`src/rtl/edge_bbox_scanner.sv`:
```
// Raster-scans a loaded edge-map BRAM and reports bounding box, edge count and
// (when `CENTROID_EN is defined) coordinate sums of all set pixels.
module edge_bbox_scanner #(
  parameter int WIDTH        = 640,
  parameter int HEIGHT       = 480,
  parameter int READ_LATENCY = 2
) (
  input  logic        clk,
  input  logic        reset_n,
  input  logic        start,
  output logic [18:0] bram_addr,
  output logic        bram_en,
  input  logic [2:0]  bram_dout,
  output logic        busy,
  output logic        done,
  output logic        box_valid,
  output logic [9:0]  x_min,
  output logic [9:0]  x_max,
  output logic [8:0]  y_min,
  output logic [8:0]  y_max,
  output logic [18:0] edge_count,
  output logic [27:0] sum_x,
  output logic [27:0] sum_y
);

  localparam logic [9:0]  X_LAST = 10'(WIDTH - 1);
  localparam logic [8:0]  Y_LAST = 9'(HEIGHT - 1);
  localparam logic [18:0] A_LAST = 19'(WIDTH * HEIGHT - 1);
  localparam logic [1:0]  D_LAST = 2'(READ_LATENCY - 1);

  typedef enum logic [1:0] {IDLE, SCAN, DRAIN, DONE} state_t;

  state_t      state_q;
  logic [9:0]  x_q, x_d;
  logic [8:0]  y_q, y_d;
  logic [1:0]  drain_q;

  logic        vld_q [0:READ_LATENCY-1];
  logic [9:0]  px_q  [0:READ_LATENCY-1];
  logic [8:0]  py_q  [0:READ_LATENCY-1];

  logic        accept;
  logic        hit;
  logic [9:0]  hx;
  logic [8:0]  hy;
  logic        unused_dout;

  assign accept      = ((state_q == IDLE) || (state_q == DONE)) && start;
  assign hit         = vld_q[READ_LATENCY-1] & bram_dout[0];
  assign hx          = px_q[READ_LATENCY-1];
  assign hy          = py_q[READ_LATENCY-1];
  assign unused_dout = ^bram_dout[2:1];

  always_comb begin
    x_d = x_q + 10'd1;
    y_d = y_q;
    if (x_q == X_LAST) begin
      x_d = '0;
      y_d = y_q + 9'd1;
    end
  end

  // Scan control: address generation, drain timer and status flags
  always_ff @(posedge clk or negedge reset_n) begin
    if (!reset_n) begin
      state_q   <= IDLE;
      bram_addr <= '0;
      bram_en   <= 1'b0;
      busy      <= 1'b0;
      done      <= 1'b0;
      x_q       <= '0;
      y_q       <= '0;
      drain_q   <= '0;
    end else begin
      case (state_q)
        IDLE, DONE: begin
          if (start) begin
            state_q   <= SCAN;
            done      <= 1'b0;
            busy      <= 1'b1;
            bram_addr <= '0;
            bram_en   <= 1'b1;
            x_q       <= '0;
            y_q       <= '0;
          end
        end
        SCAN: begin
          if (bram_addr == A_LAST) begin
            state_q <= DRAIN;
            bram_en <= 1'b0;
            drain_q <= '0;
          end else begin
            bram_addr <= bram_addr + 19'd1;
            x_q       <= x_d;
            y_q       <= y_d;
          end
        end
        DRAIN: begin
          if (drain_q == D_LAST) begin
            state_q <= DONE;
            busy    <= 1'b0;
            done    <= 1'b1;
          end else begin
            drain_q <= drain_q + 2'd1;
          end
        end
        default: state_q <= IDLE;
      endcase
    end
  end

  // Coordinate pipeline matching the BRAM read latency; only valid is reset
  always_ff @(posedge clk or negedge reset_n) begin
    if (!reset_n) begin
      for (int i = 0; i < READ_LATENCY; i++) vld_q[i] <= 1'b0;
    end else begin
      vld_q[0] <= bram_en;
      for (int i = 1; i < READ_LATENCY; i++) vld_q[i] <= vld_q[i-1];
    end
  end

  always_ff @(posedge clk) begin
    px_q[0] <= x_q;
    py_q[0] <= y_q;
    for (int i = 1; i < READ_LATENCY; i++) begin
      px_q[i] <= px_q[i-1];
      py_q[i] <= py_q[i-1];
    end
  end

  // Result accumulation on each sampled edge pixel
  always_ff @(posedge clk or negedge reset_n) begin
    if (!reset_n) begin
      box_valid  <= 1'b0;
      x_min      <= X_LAST;
      x_max      <= '0;
      y_min      <= Y_LAST;
      y_max      <= '0;
      edge_count <= '0;
    end else if (accept) begin
      box_valid  <= 1'b0;
      x_min      <= X_LAST;
      x_max      <= '0;
      y_min      <= Y_LAST;
      y_max      <= '0;
      edge_count <= '0;
    end else if (hit) begin
      box_valid  <= 1'b1;
      edge_count <= edge_count + 19'd1;
      if (hx < x_min) x_min <= hx;
      if (hx > x_max) x_max <= hx;
      if (hy < y_min) y_min <= hy;
      if (hy > y_max) y_max <= hy;
    end
  end

`ifdef CENTROID_EN
  always_ff @(posedge clk or negedge reset_n) begin
    if (!reset_n) begin
      sum_x <= '0;
      sum_y <= '0;
    end else if (accept) begin
      sum_x <= '0;
      sum_y <= '0;
    end else if (hit) begin
      sum_x <= sum_x + 28'(hx);
      sum_y <= sum_y + 28'(hy);
    end
  end
`else
  assign sum_x = '0;
  assign sum_y = '0;
`endif

endmodule
```
`config.mk`:
```
export PLATFORM = sky130hd
export DESIGN_NAME = edge_bbox_scanner
export DESIGN_NICKNAME = d
export VERILOG_FILES = /design/src/rtl/edge_bbox_scanner.sv
export SDC_FILE = /design/constraint.sdc
export NUM_CORES = 1
export LEC_CHECK = 0
export CAP_MARGIN = 20
export CORE_MARGIN = 5
export CORE_UTILIZATION = 53
export CTS_CLUSTER_SIZE = 16
export DETAILED_ROUTE_END_ITERATION = 8
export PLACE_DENSITY = 0.81
export SETUP_SLACK_MARGIN = 0.1
export SLEW_MARGIN = 20
export SYNTH_ARGS = -nofsm -noshare
export SYNTH_HDL_FRONTEND = slang
export SYNTH_SLANG_ARGS = --single-unit
```
`constraint.sdc`:
```
create_clock -name clk -period 2.4 [get_ports clk]
set_input_delay 0.48 -clock clk [delete_from_list [all_inputs] [get_ports clk]]
set_output_delay 0.48 -clock clk [all_outputs]
set_load 0.005 [all_outputs]
```
==> results.txt <==
outcome: complete, no violations
Leak: 3.87 nW
CP Data Required Time: 2710 ps
pwr dens: 1270 nW/µm²
Worst setup EP type: flop
post-synthesis compound-gate area fraction: 0.176
slew margin rel.: 0.502
Area after DPL: 8450 µm²
DR DRC count: 0
largest vdd supply drop: 691 µV
core footprint: 13,900 µm²
Buf/Inv on CP: 0
htree depth: 4
sum of routed wire length over all layers: 16,700 µm
CP arrival: 2550 ps
number of flops mapped to enable cells by yosys: 0
crit path max fanout: 11
Slowest cell on crit path: o211ai_2
RSZ-0062 raised after global routing: yes
Top delay family on crit path: compound AO/OA/AOI/OAI gates
post-synthesis simple-gate area fraction: 0.162
minimum clock period: 2240 ps
die span in y: 129 µm
critical-path cell list: nand3_1 > nand4bb_2 > o211ai_2 > o21ai_0 > a22o_1
max incr delay on CP: 580 ps
share of the yosys chip area belonging to registers: 0.453
Fmax: 0.446 GHz
Rows: 43
period utilisation layout: 0.935
initial antenna violation count: 0
CTS tree: done
synth warn: 0
post-detail-place hpwl: 11,500 µm
Via density: 5.67
Reg area: 3410 µm²
final setup violation count: 0
CP Class: flop to flop
Max Buffers Root-to-Sink: 2
grt total ovfl: 0
# clock sinks: 143
crit start category: flop
Worst-path clk slew: 60 ps
Gate Count Post-Synth: 773
TritonRoute pass-1 iters: 5
I/O pin cnt: 142
pin count of the biggest net entering global routing: 46
worst min path class: input port to asynchronous set/reset pin
xor/xnor share of the synthesized area: 0.0221
Post-synth ARST share: 0.734
max capacitance violation total: 0
largest family of logic cells by synthesized area: compound AO/OA/AOI/OAI gates
Layout area overhead: 20.4%
1st-iter DRT viols: 311
width of the die: 129 µm
first-pass GRT wire length: 27,700 µm
area of the multi-input gates: 3570 µm²
ratio of cells with drive above 1 in the final layout: 0.120
Synth Area in Adders: 0.0732
Setup TNS: 0 ps
Antenna Nets Post-Route: 0
Hold-fix buffers, CTS: 0
drt wl/cell: 15.5 µm
I/O Buffers: 83
worst skew pair latency: 420 ps
Inserted Clock Buffers: 17
worst clock skew: 7.70 ps
design area: 9050 µm²
mux share of post-synthesis cell area: 0.00965
initial core utilization: 0.542
Slew Viols, Final: 0
via count: 6,088
vias in the first global route: 5,803
Ant. Diodes: 0
Root Driver: clkbuf_16
Die ar.: 16,700 µm²
Most used DFF post-synth: dfrtp_1
final worst setup slack: 157 ps
Yosys reg bits: 143
Post-Place Worst Slack: -21.5 ps
fin nets: 930
Yosys cell types: 76
synthesized area per cell: 9.73 µm²
routability cong.: 0.857
Final Hold Fails: 0
actual slew at the worst max-slew pin: 744 ps
Filler cells: 1,091
Tot GR Track Use: 0.203
Synth Cell Area: 7520 µm²
-- worst paths after layout --
kind / slack, ps / start / endpoint / cells after the start
hold / removal: 30 / reset_n / edge_count[15] / 1
setup reg to reg: 160 / bram_addr[7] / x_q[7] / 5
setup / recovery: 160 / bram_addr[7] / x_q[7] / 5
hold reg to reg: 320 / px_q[0][0] / px_q[0][10] / 0
min in group clk: 320 / px_q[0][0] / px_q[0][10] / 0
max in group asynchronous: 1590 / reset_n / y_min[4] / 2
-- cells by family (layout without fill, tap and decap cells) --
group | after synthesis | in the layout
buf+inv | 136 | 200
fa+ha+maj | 44 | 44
xor+xnor | 19 | 19
simple gates | 230 | 230
mux | 7 | 7
flops | 143 | 143
other cells | 1 | 56
compound gates | 193 | 194
-- registers in the layout, summed over array words and instances (netlist names) --
signal and cells:
box_valid 1, bram_addr 19, bram_en 1, busy 1, done 1, drain_q 2, edge_count 19, px_q 20
py_q 18, state_q 2, vld_q 2, x_max 10, x_min 10, x_q 10, y_max 9, y_min 9
y_q 9
-- through the flow --
stage / instances / hold WS (ps) / util / total power [mW]
after floorplan: 828 / 184 / - / 7.13
after global placement: 1035 / 310 / 0.608 / 8.84
after detailed placement: 1035 / 312 / 0.608 / 9.00
after CTS: 1067 / 35.0 / 0.647 / 11.5
after global routing: 1073 / 65.3 / 0.652 / 12.4
final: 1073 / 34.2 / 0.652 / 11.5
-- layout make-up --
| type | instances | share of cell area |
|---|---|---|
| repair buffers | 120 | 0.125 |
| clock inverters | 14 | 0.0117 |
| flip-flops and latches | 143 | 0.376 |
| inverters | 48 | 0.0199 |
| multi-input cells | 550 | 0.394 |
| well taps | 180 | 0.0249 |
| clock buffers | 18 | 0.0474 |
-- cell usage in the layout, fill, tap and decap left out, drive strengths merged, types with 27 or more instances in the layout --
cell type | netlist | layout
buf | 71 | 37
nor2 | 39 | 39
a21oi | 32 | 32
o21ai | 62 | 62
dfrtp | 89 | 89
conb | 1 | 56
nand2 | 51 | 51
nand3 | 55 | 55
clkdlybuf4s50 | 0 | 82
dfxtp | 38 | 38
ha | 44 | 44
inv | 48 | 57
o211ai | 27 | 27
-- synth_stat cells, types with 12 or more instances --
master	instances	area, µm²
dfrtp_1	89	2230
nand4_1	15	93.8
a21oi_1	32	160
inv_1	48	180
buf_4	61	458
xor2_1	13	114
and3_1	12	75.1
dfxtp_1	38	761
nor2_1	39	146
o21ai_0	60	300
ha_1	44	551
clkbuf_1	17	63.8
nand3_1	53	265
nand2_1	51	191
o211ai_1	26	195
dfstp_2	16	420
-- timing repair --
action,in CTS,in global routing
setup endpoints to repair,0,20
resized for setup,0,4
setup buffers,0,4
-- layer usage --
| metal | vias to the layer above | global-route usage | share of wire |
|---|---|---|---|
| li1 | 2916 | - | - |
| met1 | 2969 | 0.269 | 0.45 |
| met2 | 180 | 0.334 | 0.49 |
| met3 | 23 | 0.0470 | 0.049 |
| met4 | 0 | 0.0630 | 0.013 |
| met5 | - | 0 | 0 |
-- power breakdown --
part / leakage, nW / switching, mW / internal, mW
logic: 1.95 / 2.87 / 2.32
clock network: 0.260 / 1.06 / 1.34
registers: 1.66 / 0.687 / 3.25
(Power assumes the default switching activity.)
